**config.mk**
```make
export PLATFORM = sky130hd
export DESIGN_NAME = ram_port_arbiter
export DESIGN_NICKNAME = d
export VERILOG_FILES = /design/src/rtl/ram_port_arbiter_pkg.sv /design/src/rtl/single_port_ram.sv /design/src/rtl/ram_port_arbiter.sv
export SDC_FILE = /design/constraint.sdc
export NUM_CORES = 1
export LEC_CHECK = 0
export CORE_ASPECT_RATIO = 1.5
export CORE_MARGIN = 2
export CORE_UTILIZATION = 46
export CTS_BUF_LIST = sky130_fd_sc_hd__clkbuf_4 sky130_fd_sc_hd__clkbuf_8
export DETAILED_ROUTE_END_ITERATION = 12
export GPL_ROUTABILITY_DRIVEN = 0
export PLACE_DENSITY_LB_ADDON = 0.12
export SLEW_MARGIN = 20
export SYNTH_ARGS = -nofsm -noshare
export SYNTH_HDL_FRONTEND = slang
export SYNTH_SLANG_ARGS = --single-unit
export TNS_END_PERCENT = 1
```
**constraint.sdc**
```tcl
create_clock -name clk -period 2.85 [get_ports clk]
set_input_delay 0.4275 -clock clk [delete_from_list [all_inputs] [get_ports clk]]
set_output_delay 0.4275 -clock clk [all_outputs]
set_load 0.01 [all_outputs]
```
**src/rtl/ram_port_arbiter_pkg.sv**
```systemverilog
// rtl/ram_port_arbiter_pkg.sv - shared constants and types for the two-port RAM arbiter
package ram_port_arbiter_pkg;

    localparam int ADDR_WIDTH = 6;
    localparam int DATA_WIDTH = 8;
    localparam int DEPTH      = 64;

    typedef enum logic {
        INIT  = 1'b0,
        SERVE = 1'b1
    } state_t;

    localparam logic PORT0 = 1'b0;
    localparam logic PORT1 = 1'b1;

endpackage

```
**src/rtl/single_port_ram.sv**
```systemverilog
// rtl/single_port_ram.sv - single-port RAM with registered address and combinational read
module single_port_ram #(
    parameter int addr_width = 6,
    parameter int data_width = 8,
    parameter int depth      = 64
) (
    input  logic                  clk,
    input  logic                  we,
    input  logic [addr_width-1:0] addr,
    input  logic [data_width-1:0] din,
    output logic [data_width-1:0] q
);

    logic [data_width-1:0] mem_q [depth];
    logic [addr_width-1:0] addr_d;
    logic [addr_width-1:0] addr_q;

    always_comb addr_d = addr;

    always_ff @(posedge clk) begin
        if (we) begin
            mem_q[addr] <= din;
        end
        addr_q <= addr_d;
    end

    // Read through the registered address, so a write followed by a read returns new data.
    assign q = mem_q[addr_q];

endmodule

```
**src/rtl/ram_port_arbiter.sv**
```systemverilog
// rtl/ram_port_arbiter.sv - round-robin arbiter sharing one scrubbed single-port RAM between two ports
module ram_port_arbiter
    import ram_port_arbiter_pkg::*;
#(
    parameter int addr_width = ADDR_WIDTH,
    parameter int data_width = DATA_WIDTH,
    parameter int depth      = DEPTH
) (
    input  logic                  clk,
    input  logic                  rst_n,
    input  logic                  req0,
    input  logic                  we0,
    input  logic [addr_width-1:0] addr0,
    input  logic [data_width-1:0] data0,
    output logic                  gnt0,
    output logic                  rvalid0,
    input  logic                  req1,
    input  logic                  we1,
    input  logic [addr_width-1:0] addr1,
    input  logic [data_width-1:0] data1,
    output logic                  gnt1,
    output logic                  rvalid1,
    output logic [data_width-1:0] q,
    output logic                  init_done
);

    state_t                state_q, state_d;
    logic [addr_width-1:0] scrub_q, scrub_d;
    logic                  ptr_q, ptr_d;
    logic                  init_done_q, init_done_d;
    logic                  rtag_valid_q, rtag_valid_d;
    logic                  rtag_port_q, rtag_port_d;

    logic                  gnt0_c, gnt1_c, gnt_any, gnt_port;
    logic                  ram_we;
    logic [addr_width-1:0] ram_addr;
    logic [data_width-1:0] ram_din;

    always_comb begin
        gnt0_c = 1'b0;
        gnt1_c = 1'b0;
        if (rst_n && state_q == SERVE) begin
            if (req0 && req1) begin
                gnt0_c = (ptr_q == PORT0);
                gnt1_c = (ptr_q == PORT1);
            end else begin
                gnt0_c = req0;
                gnt1_c = req1;
            end
        end
    end

    assign gnt_any  = gnt0_c | gnt1_c;
    assign gnt_port = gnt1_c ? PORT1 : PORT0;

    always_comb begin
        ram_we   = 1'b0;
        ram_addr = addr0;
        ram_din  = data0;
        if (state_q == INIT) begin
            ram_we   = 1'b1;
            ram_addr = scrub_q;
            ram_din  = '0;
        end else if (gnt_port == PORT1) begin
            ram_we   = gnt1_c & we1;
            ram_addr = addr1;
            ram_din  = data1;
        end else begin
            ram_we   = gnt0_c & we0;
        end
    end

    always_comb begin
        state_d      = state_q;
        scrub_d      = scrub_q;
        ptr_d        = ptr_q;
        init_done_d  = init_done_q;
        rtag_valid_d = gnt_any & ~ram_we;
        rtag_port_d  = gnt_port;
        case (state_q)
            INIT: begin
                scrub_d = scrub_q + 1'b1;
                if (scrub_q == addr_width'(depth - 1)) begin
                    state_d     = SERVE;
                    init_done_d = 1'b1;
                end
            end
            SERVE: begin
                // Favour the other port next time this one has been served.
                if (gnt_any) begin
                    ptr_d = ~gnt_port;
                end
            end
            default: state_d = INIT;
        endcase
    end

    always_ff @(posedge clk) begin
        if (!rst_n) begin
            state_q      <= INIT;
            scrub_q      <= '0;
            ptr_q        <= PORT0;
            init_done_q  <= 1'b0;
            rtag_valid_q <= 1'b0;
            rtag_port_q  <= PORT0;
        end else begin
            state_q      <= state_d;
            scrub_q      <= scrub_d;
            ptr_q        <= ptr_d;
            init_done_q  <= init_done_d;
            rtag_valid_q <= rtag_valid_d;
            rtag_port_q  <= rtag_port_d;
        end
    end

    single_port_ram #(
        .addr_width(addr_width),
        .data_width(data_width),
        .depth     (depth)
    ) u_ram (
        .clk (clk),
        .we  (ram_we),
        .addr(ram_addr),
        .din (ram_din),
        .q   (q)
    );

    assign gnt0      = gnt0_c;
    assign gnt1      = gnt1_c;
    // A response pending when reset arrives is dropped immediately.
    assign rvalid0   = rst_n & rtag_valid_q & (rtag_port_q == PORT0);
    assign rvalid1   = rst_n & rtag_valid_q & (rtag_port_q == PORT1);
    assign init_done = init_done_q;

endmodule
```
Yosys cells after proc, flatten, opt, wreduce, memory -nomap -nowiden
Memory sizes are Yosys's and may differ from the RTL's. A register that Yosys moved wholly into a read port is not among the register bits.
Index checks and enable logic that the tools add are counted.
{ "op_classes": {"eq_ne": 1, "n_mux": 15, "n_reduce_logical": 4, "n_bitwise": 12, "add_sub_neg": 1} }
{ "op_table": {"columns": ["cell", "n"], "rows": [
  ["two-way mux 8 bit", 2],
  ["two-way mux 6 bit", 2],
  ["two-way mux 1 bit", 11],
  ["adder 6 x 1 -> 6 bit (second input constant)", 1],
  ["bitwise AND 1 bit", 6],
  ["equality test 6 bit (second input constant)", 1],
  ["NOT 1 bit", 5],
  ["AND reduction 2 bit", 2],
  ["logical AND 1 bit", 2],
  ["OR 1 bit", 1]
]} }
{ "totals": {"regBits": 11, "memories": 1, "in_bits": 34, "mem_bits_rw": 512} }
{ "memory_table": {"columns": ["name", "depth", "width", "rd", "rd_clocked_by_memory_dff", "write_ports", "line_no", "text"], "rows": [
  ["u_ram.mem_q", 64, 8, 1, 1, 1, "single_port_ram.sv:14", "logic [data_width-1:0] mem_q [depth];"]
]} }

Logic depth before layout (Yosys ltp)
Gate-level depths: netlist (run 1).
{ "depth": {"depth_word": 8, "mapped_depth": 9, "mapped_depth_nobuf": 6} }

Modules after synthesis
Synthesis (run 1) repeated with hierarchy kept, for this count alone.
{ "unflattened": {"cells_unflattened": 1051, "hier_area_um2": 20946.3} }
{ "modules_own_cells": {"columns": ["mod", "cells_per_inst", "seq_area_each_um2", "n_inst", "area_per_inst_um2"], "rows": [
  ["single_port_ram", 938, 15494.9, 1, 20126.8],
  ["ram_port_arbiter", 113, 220.2, 1, 819.5]
]} }

Least setup slack after synthesis (run 1)
OpenSTA, ideal clock, no wires.
{ "synth_path": {"kind": "input -> register", "startpoint": "input req1", "endpoint": "memory u_ram.mem_q[0][0], data pin", "path_buffers": 2, "path_stages": 7, "slack_ps": 223, "arrival_ps": 2113, "setup_ps": 514, "path_cell_list": "and3_1 > buf_4 > nand2_4 > clkbuf_1 > clkinv_1 > nand2_1 > nand2_1"} }
{ "synth_between": {"elab_chain_len": 6} }
{ "synth_rtl": {"columns": ["element", "line_no", "text"], "rows": [
  ["start, declared", "ram_port_arbiter.sv:17", "input logic req1,"],
  ["logical AND 1 bit", "ram_port_arbiter.sv:43", "if (req0 && req1) begin"],
  ["two-way mux 1 bit (*)", "ram_port_arbiter.sv:43", null],
  ["two-way mux 1 bit (*)", "ram_port_arbiter.sv:42", "if (rst_n && state_q == SERVE) begin"],
  ["net gnt1", "ram_port_arbiter.sv:21", "output logic gnt1,"],
  ["two-way mux 1 bit (*)", "ram_port_arbiter.sv:54", "assign gnt_port = gnt1_c ? PORT1 : PORT0;"],
  ["two-way mux 8 bit (*)", "ram_port_arbiter.sv:64", "end else if (gnt_port == PORT1) begin"],
  ["two-way mux 8 bit (*)", "ram_port_arbiter.sv:60", "if (state_q == INIT) begin"],
  ["net ram_din[0]", "ram_port_arbiter.sv:37", "logic [data_width-1:0] ram_din;"],
  ["end, declared", "single_port_ram.sv:14", null]
]} }
The timed path passes the listed nets; every way through them passes the cells marked *.

==> run metrics, run 1 <==
outcome finished, violations left; failing checks setup timing; Total Power 15700 uW; maximum clock rate 0.308 GHz; Setup Total Neg Slack -2580 ps; CP Capture Type output port; Synth Net Count 1058; Syn Area/Cell 20.4 um2; Skew-Pair Late Insertion Delay 640 ps; unrepaired setup endpoints after global routing yes; Post-synth EDFFs 512; grt ovf 0; crit share post-route 114%; Layout Cells excl Fill 1936; register bit total from synthesis 529; critical setup path kind register to output port; WL/cell 26.1 um; post-route ant nets 0; Rel. slew slack 39.6%; met3 wire len 2.05 mm; Final setup viols 8; Placed Instance Area 23400 um2; max_cap viols 0; leakage power 0.00876 uW; share of cells above drive strength 1 39.0%; Layout Nets 1325; final WL 50.5 mm; Inserted Clock Buffers 78; Yosys cell types 57; Worst path max stage delay 530 ps; metal2 WL 27.4 mm; R2R Setup Slk 250 ps; GRT Overall Usage 22.0%; Die W 178 um; pre-CTS worst setup slack -359 ps; Synth Flop Type edfxtp_1; Max rail drop VDD 0.328 mV; Area Growth Syn to Fin 21.9%; CTS Hold Bufs 0; CTS tree built; CP most frequent cell mux4_2; PD cells 617 nW/um2; vias in the first global route 11400; Arrival @ worst endpoint 2810 ps; DR iter-0 viols 1002; M1 wire length 19.9 mm; final setup skew 20.7 ps; die height 265 um; final non-filler cell area 25400 um2; Initial Utilization 46.5%; cells taking the most area after synthesis edfxtp_1 74%, mux4_2 14%, dfxtp_1 1.6%; Critical-path top delay cell mux4_2; min Tclk post-route 3240 ps; first-pass GRT wire length 74.3 mm; sequential share of the synthesized area 75.4%; yosys synthesis warning count 0; vias per cell 5.63; worst-path fanout max 6; Gate Count Post-Synth 1023; HPWL Detailed 32.3 mm; Slew @ Worst Pin 903 ps; Placed Cells incl. Taps 1764; clock root cell clkbuf_8; num rows 95; CTS H-tree lvls 3; drt first pass iters 5; startpoint types register; pin count of the biggest net entering global routing 65; WP buf/inv 2; largest area contributor in the netlist edfxtp_1; Die Area 47100 um2; Port Buffers 46; initial antenna violation count 1; fin. max-slew vios 0; max layer used met4; via count 10900; CP required 2420 ps; Crit path max-delay family multiplexers; CTS Buffer Depth 3; # DRC 0; CORE AREA 44800 um2; Clock transition at path regs 60 ps; Cell Area, Synth 20800 um2; smallest setup slack after layout -392 ps; critical-path cell list buf_12, mux4_2, mux4_2, nand2b_4, a22o_1, buf_2; # IOs 47; hold crit path type input port to register; Synth top area share 73.8%; clk sinks 529; Final Hold Fails 0; post-synthesis async set-or-reset flop share 0%
-- cells by family after synthesis --
family,count (synthesis),share of synthesized area (%)
flip-flops,529,75.4
AND/OR/NAND/NOR,179,4.15
multiplexers,163,15.6
AO/OA/AOI/OAI,84,2.95
buffers and inverters,63,1.66
XOR/XNOR,4,0.168
adder cells (fa/ha/maj),1,0.0600
-- cell type report --
class | instances | area, um2
sequential | 529 | 15700
clock inverter | 35 | 191
fill | 3405 | 19400
multi-input combinational | 431 | 4960
timing repair buffer | 240 | 2430
antenna | 1 | 2.50
clock buffer | 108 | 1340
tap | 582 | 728
inverter | 10 | 40.0
-- cells in the mapped netlist, types with 11 or more instances --
master,number
o22ai_1,15
nor2_1,65
a21oi_1,15
buf_4,16
buf_2,14
nand2_1,38
nand3_1,22
mux4_2,129
clkbuf_1,17
dfxtp_1,17
mux2i_1,25
edfxtp_1,512
o21ai_0,11
-- timing repair --
action | 4_1_cts | 5_1_grt
setup endpoints to repair | 9 | 15
resized for setup | 80 | 11
cloned | 4 | 2
pin swaps | 8 | 6
buffers inserted | 13 | 11
-- layout by cell type, fill, tap and decap left out, types with 7 or more instances in the layout --
cell type        netlist  layout
buf_4                 16     151
nand4_1                8       8
nand2_1               38      30
mux2_2                 9       9
nor2_2                 6       7
clkdlybuf4s50_1        0      38
nand3_1               22      19
o22ai_1               15      13
edfxtp_1             512     512
nor2_1                65      64
clkinv_2               0      11
nand2_2                0       8
buf_12                 0      30
clkbuf_8               0      84
a21oi_1               15       9
clkinv_1               3      21
clkbuf_4               0      24
dfxtp_1               17      13
mux2i_1               25      21
buf_2                 14       7
mux4_2               129     129
-- worst reg2reg max path, delay by kind of cell, from the launching register on --
kind,cells,cell delay [ps]
flip-flops,1,390
buffers and inverters,3,410
AO/OA/AOI/OAI,2,600
AND/OR/NAND/NOR,2,820
-- flip-flops by register name, summed over array words and instances, names as in the netlist, named ones only --
name and count:
u_ram.mem_q 512, scrub_q 6, init_done 1, ptr_q 1, rtag_port_q 1, rtag_valid_q 1
state_q 1
-- metal layers --
metal  vias up  GRT usage (%)
met5         -              0
met4         0           6.60
met3        77           3.46
met2       270           39.1
met1      5754           27.7
li1       4792              -
-- report_power, final --
group / leakage [uW] / internal [uW] / switching [uW]
registers: 0.00517 / 8450 / 25.6
clock network: 0.000805 / 3140 / 2820
logic: 0.00278 / 663 / 595
total: 0.00876 / 12300 / 3440
-- final timing paths --
path | from | endpoint | cells after the start
min reg2reg | init_done$_SDFFE_PN0P_ | init_done$_SDFFE_PN0P_ | 2
max | register | q[4] | 6
max reg2reg | state_q$_SDFF_PN0_ | u_ram.mem_q[19][6]$_DFFE_PP_ | 7
min | req1 | ptr_q$_SDFFE_PN0P_ | 2
-- through the flow --
stage          util (%)  hold WS, ps
2_1_floorplan         -          471
3_3_place_gp       52.1          468
3_5_place_dp       52.1          476
4_1_cts            56.4          435
5_1_grt            56.7          483
6_report           56.7          478
Power figures use the tool's default switching activity.
==> run 2: changes to the inputs <==
--- a/config.mk
+++ b/config.mk
@@ -9,6 +9,7 @@
 export CORE_MARGIN = 2
 export CORE_UTILIZATION = 46
 export CTS_BUF_LIST = sky130_fd_sc_hd__clkbuf_4 sky130_fd_sc_hd__clkbuf_8
+export CTS_CLUSTER_SIZE = 8
 export DETAILED_ROUTE_END_ITERATION = 12
 export GPL_ROUTABILITY_DRIVEN = 0
 export PLACE_DENSITY_LB_ADDON = 0.12
==> constraint.sdc (replaced) <==
create_clock -name clk -period 2.85 [get_ports clk]
set_input_delay 0.4275 -clock clk [delete_from_list [all_inputs] [get_ports clk]]
set_output_delay 0.4275 -clock clk [all_outputs]
set_load 0.1 [all_outputs]
==> run 2 against run 1 <==
The flow still finishes with violations (setup timing). Flip-flop and latch count did not move. Design area fell by 0.91%. Setup slack got worse by 97 ps. Wire length barely moved. Register-to-register slack got worse by 30 ps. Maximum frequency fell by 2.9%. Count of clock-buffer cells in the layout rose by 6. Clock power fell by 3%. Die area did not move. Via count fell by 0.71%. Global-route usage barely moved. Critical path type unchanged.
==> run metrics, run 2 (synthesized netlist as in run 1, its figures left out) <==
outcome finished, violations left; failing checks setup timing; vias in the first global route 11400 (-0.017%); Area Growth Syn to Fin 20.8%; share of cells above drive strength 1 37.9% (-1.1 points); CTS Hold Bufs 0 (unchanged); final WL 50.5 mm (about the same); Skew-Pair Late Insertion Delay 630 ps (about the same); Total Power 15800 uW (+0.42%); commonest non-fill, non-tap cells in the layout 512 x edfxtp_1, 147 x buf_4, 129 x mux4_2; DR iter-0 viols 977 (-2.5%); Worst path max stage delay 580 ps (+50 ps); Rel. slew slack 43.4% (+3.8 points); # IOs 47 (unchanged); vias per cell 5.69 (+1.1%); unrepaired setup endpoints after global routing yes; Clock transition at path regs 60 ps (about the same); critical-path cell list buf_12, mux4_2, mux4_2, nand2b_4, a22o_4, buf_12; cell internal pwr 12200 uW (-0.12%); most common cell after layout, fill and taps aside edfxtp_1; Initial Utilization 46.5% (unchanged); GRT Overall Usage 22.1% (+0.048 points); critical setup path kind register to output port; register area 15700 um2 (about the same); pin count of the biggest net entering global routing 65 (unchanged); num rows 95 (unchanged); Reg power frac 53.8% (-0.2 points); maximum clock rate 0.300 GHz (-2.9%); grt ovf 0 (unchanged); fin. max-slew vios 0 (unchanged); Crit path max-delay family multiplexers; post-route ant nets 0 (unchanged); leakage power 0.00865 uW (-1.2%); max_cap viols 0 (unchanged); largest registers u_ram.mem_q x512, scrub_q x6; CTS H-tree lvls 3 (unchanged); startpoint types register; Max rail drop VDD 0.336 mV (+2.3%); hold crit path type register to register; first-pass GRT wire length 73.9 mm (-0.56%); Sw Ratio 22.3% (+0.42 points); # DRC 0 (unchanged); drt first pass iters 5 (unchanged); CORE AREA 44800 um2 (unchanged); Port Buffers 46 (unchanged); clock root cell clkbuf_8; Final Hold Fails 0 (unchanged); Slew @ Worst Pin 846 ps (-57.1 ps); final setup skew 23.2 ps (+2.49 ps); Die W 178 um (unchanged); PD cells 626 nW/um2 (+1.3%); CTS Buffer Depth 3 (unchanged); Fillers 3399 (-0.18%); die height 265 um (unchanged); Critical-path top delay cell mux4_2; Clk network pwr share 36.9% (-1.1 points); Largest Register u_ram.mem_q; crit share post-route 117% (+3.4 points); CP Capture Type output port; WP buf/inv 2 (unchanged); CTS tree built; max FFs per register 512 (unchanged); pre-CTS worst setup slack -411 ps (-52.0 ps); clk sinks 529 (unchanged); P_sw 3520 uW (+2.3%); CP required 2420 ps (about the same); HPWL Detailed 33.1 mm (+2.3%); worst-path fanout max 8 (+2); via count 10800 (-0.71%); initial antenna violation count 2 (+1); Arrival @ worst endpoint 2910 ps (+100 ps); WL/cell 26.6 um (+1.8%); smallest setup slack after layout -489 ps (-97.1 ps); Inserted Clock Buffers 80 (+2.6%); Comb power frac 9.3% (+1.3 points); Multi-input gate area 4940 um2 (-0.38%); Layout Nets 1310 (-1.1%); Die Area 47100 um2 (unchanged); min Tclk post-route 3340 ps (+97.1 ps); Final setup viols 8 (unchanged)
[run 2: stage by stage]
stage               hold WS (ps)  TNS (ps)  std cells  util [%]  instance area (um2)
CTS                          495     -3990       1890      55.9                25000
global route                 519     -4160       1900      56.2                25200
detailed placement           486    -64580       1762      52.4                23500
global placement             487    -47340       1762      52.4                23500
floorplan                    471     -5870       1023         -                20900
finish                       499     -3510       1901      56.2                25200
[run 2: worst min-delay path, cell delays in order, from the launching register on]
cell     delay [ps]
dfxtp_1         330
nand2_1          70
a21oi_1          50
[run 2: path summary, 6_finish.rpt]
kind	start	endpoint	slack [ps]	cells after the start
worst min register to register	scrub_q[0]$_SDFFE_PN0N_	scrub_q[0]$_SDFFE_PN0N_	500	2
worst max register to register	state_q$_SDFF_PN0_	u_ram.mem_q[19][5]$_DFFE_PP_	220	6
worst min-delay path	scrub_q[0]$_SDFFE_PN0N_	scrub_q[0]$_SDFFE_PN0N_	500	2
worst max-delay path	register	q[4]	-490	6
[run 2: routing by layer]
| metal | part of all wire, % | GRT usage [%] | up-vias |
|---|---|---|---|
| li1 | - | - | 4728 |
| met1 | 39 | 27.5 | 5654 |
| met2 | 53 | 38.2 | 344 |
| met3 | 5.5 | 4.39 | 90 |
| met4 | 2.9 | 8.02 | 0 |
| met5 | 0 | 0 | - |
[run 2: power by group through the flow]
| stage | sequential (uW) | clock, uW | combinational [uW] |
|---|---|---|---|
| final | 8480 | 5810 | 1470 |
| after global routing | 8480 | 6280 | 1530 |
| after floorplan | 8620 | 0 | 846 |
| after detailed placement | 8640 | 0 | 1400 |
| after global placement | 8640 | 0 | 1400 |
| after CTS | 8480 | 5960 | 1450 |
[run 2: what timing repair did]
| action | in CTS | in global routing |
|---|---|---|
| endpoints found under the setup margin | 8 | 8 |
| resized for setup | 18 | 10 |
| pin swaps | 4 | 1 |
| gates cloned | 1 | 1 |
| buffers inserted | 3 | 8 |
[run 2: area by class of cell]
cell class	instances	area share, %
antenna	2	0.0199
clock buffer	114	5.51
clock inverter	10	0.199
inverter	10	0.169
multi-input combinational	431	19.6
sequential	529	62.4
tap	582	2.89
timing repair buffer	223	9.15
==> run 3: changes to the inputs <==
--- a/config.mk
+++ b/config.mk
@@ -5,6 +5,8 @@
 export SDC_FILE = /design/constraint.sdc
 export NUM_CORES = 1
 export LEC_CHECK = 0
+export CELL_PAD_IN_SITES_DETAIL_PLACEMENT = 1
+export CELL_PAD_IN_SITES_GLOBAL_PLACEMENT = 1
 export CORE_ASPECT_RATIO = 1.5
 export CORE_MARGIN = 2
 export CORE_UTILIZATION = 46
==> run 3 against run 2 <==
The flow still finishes with violations (setup timing). Critical path depth unchanged. Flip-flop and latch count stayed put. Design area decreased by 0.33%. Sequential share of layout area is 0.21 points higher. Setup slack lost 3.6 ps. Combinational power is essentially flat. Highest routed layer unchanged. Sequential power barely moved. Power rose by 0.62%. Largest cell class unchanged. Wire length increased by 3.2%. Largest power group unchanged. Clock power up 2%. Worst hold slack got worse by 14 ps.
==> run metrics, run 3 (synthesized netlist as in run 1, its figures left out) <==
Initial Utilization 46.5% (unchanged); first-pass GRT wire length 77.5 mm (+4.8%); initial antenna violation count 1 (-1); Final Hold Fails 0 (unchanged); M1 wire length 20.3 mm (+3.9%); CP required 2420 ps (about the same); Layout Nets 1296 (-1.1%); DR iter-0 viols 757 (-23%); Crit path max-delay family multiplexers; Die Area 47100 um2 (unchanged); met3 wire len 2.49 mm (-10%); max FFs per register 512 (unchanged); max layer used met4; WL/cell 27.5 um (+3.7%); Clock transition at path regs 60 ps (about the same); die height 265 um (unchanged); Largest Register u_ram.mem_q; worst-path fanout max 5 (-3); leakage power 0.00861 uW (-0.41%); WP buf/inv 2 (unchanged); max_cap viols 0 (unchanged); startpoint types register; clk sinks 529 (unchanged); Arrival @ worst endpoint 2910 ps (about the same); maximum clock rate 0.299 GHz (-0.11%); most common cell after layout, fill and taps aside edfxtp_1; CORE AREA 44800 um2 (unchanged); vias in the first global route 11700 (+2.6%); num rows 95 (unchanged); Inserted Clock Buffers 81 (+1.3%); hold crit path type register to register; vias per cell 5.74 (+0.85%); outcome finished, violations left; final non-filler cell area 25100 um2 (-0.33%); CTS Hold Bufs 0 (unchanged); GRT Overall Usage 23.1% (+1.0 points); Port Buffers 46 (unchanged); Slew @ Worst Pin 754 ps (-91.9 ps); Crit path depth 6 (unchanged); CTS H-tree lvls 3 (unchanged); post-layout util 56.0% (-0.19 points); via count 10900 (+0.37%); unrepaired setup endpoints after global routing yes; drt first pass iters 5 (unchanged); failing checks setup timing; Die W 178 um (unchanged); final setup skew 21.8 ps (-1.37 ps); Final setup viols 8 (unchanged); PD cells 632 nW/um2 (+0.95%); Worst path max stage delay 560 ps (-20 ps); Rel. slew slack 49.5% (+6.2 points); # IOs 47 (unchanged); Area Growth Syn to Fin 20.4%; metal2 WL 27.8 mm (+3.8%); Placed Cells incl. Taps 1751 (-0.62%); final WL 52.1 mm (+3.2%); CP Capture Type output port; Max rail drop VDD 0.411 mV (+22%); commonest non-fill, non-tap cells in the layout 512 x edfxtp_1, 134 x buf_4, 129 x mux4_2; clock root cell clkbuf_8; pre-CTS worst setup slack -448 ps (-36.6 ps); smallest setup slack after layout -492 ps (-3.59 ps); Multi-input gate area 4950 um2 (+0.13%); critical-path cell list buf_12, mux4_2, mux4_2, nand2b_4, a22o_4, buf_12; post-route ant nets 0 (unchanged); CTS tree built; CTS Buffer Depth 3 (unchanged); Critical-path top delay cell mux4_2; Worst Hold Path Cells 2 (unchanged); # DRC 0 (unchanged); Worst Reg-to-Reg Cells 6 (unchanged); critical setup path kind register to output port; crit share post-route 117% (+0.13 points); fin. max-slew vios 0 (unchanged); Placed Instance Area 23300 um2 (-0.51%); register area 15700 um2 (unchanged); Layout Cells excl Fill 1892 (-0.47%); grt ovf 0 (unchanged); Fillers 3862 (+14%); HPWL Detailed 33.6 mm (+1.7%); Skew-Pair Late Insertion Delay 640 ps (about the same); min Tclk post-route 3340 ps (+3.59 ps); largest registers u_ram.mem_q x512, scrub_q x6; pin count of the biggest net entering global routing 65 (unchanged); share of cells above drive strength 1 37.1% (-0.76 points)
==> run 3: changes by cell type in the layout (fill, tap and decap cells not counted), sizes merged <==
cell      change
inv           +3
bufbuf        +1
clkinvlp      -1
buf          -15
clkinv        +4
diode         -1
==> run 3: final cells by class <==
| type | count | area share, % |
|---|---|---|
| tap | 582 | 2.90 |
| inverter | 10 | 0.164 |
| antenna | 1 | 0.00997 |
| sequential | 529 | 62.7 |
| timing repair buffer | 208 | 8.66 |
| multi-input combinational | 431 | 19.7 |
| clock inverter | 16 | 0.344 |
| clock buffer | 115 | 5.56 |
==> run 3: layer usage <==
| metal | vias up | track usage, % |
|---|---|---|
| li1 | 4710 | - |
| met1 | 5732 | 28.3 |
| met2 | 313 | 40.5 |
| met3 | 101 | 4.46 |
| met4 | 0 | 8.64 |
| met5 | - | 0 |
==> run 3: final timing paths <==
path	startpoint	end	slack (ps)
setup reg to reg	state_q$_SDFF_PN0_	u_ram.mem_q[16][2]$_DFFE_PP_	300
setup / recovery	register	q[5]	-490
hold reg to reg	init_done$_SDFFE_PN0P_	init_done$_SDFFE_PN0P_	480
hold / removal	init_done$_SDFFE_PN0P_	init_done$_SDFFE_PN0P_	480
==> run 3: what timing repair did <==
item / CTS / global route
setup endpoints to repair: 8 / 16
pin swaps: 3 / 1
hold endpoints to repair: 0 / 0
gates cloned: 3 / 0
gates resized for setup: 25 / 4
setup buffers: 4 / 2
==> run 3: per-stage QoR <==
stage                     power (uW)  TNS (ps)  hold slack [ps]
after global placement         10000    -43280              460
after CTS                      16000     -4210              498
after global routing           16400     -4340              520
after floorplan                 9470     -5870              471
final                          15900     -3770              485
after detailed placement       10000    -68530              471
==> run 3: where the power goes <==
group / internal, uW / leakage, uW / switching (uW) / total [uW]
logic: 700 / 0.00266 / 747 / 1450
clock network: 3130 / 0.000784 / 2790 / 5920
registers: 8450 / 0.00517 / 37.9 / 8490
==> run 3: worst min-delay path, delay by kind of cell, from the launching register on <==
family / cells / cell delay (ps)
flops: 1 / 330
compound gates: 1 / 60
simple gates: 1 / 50
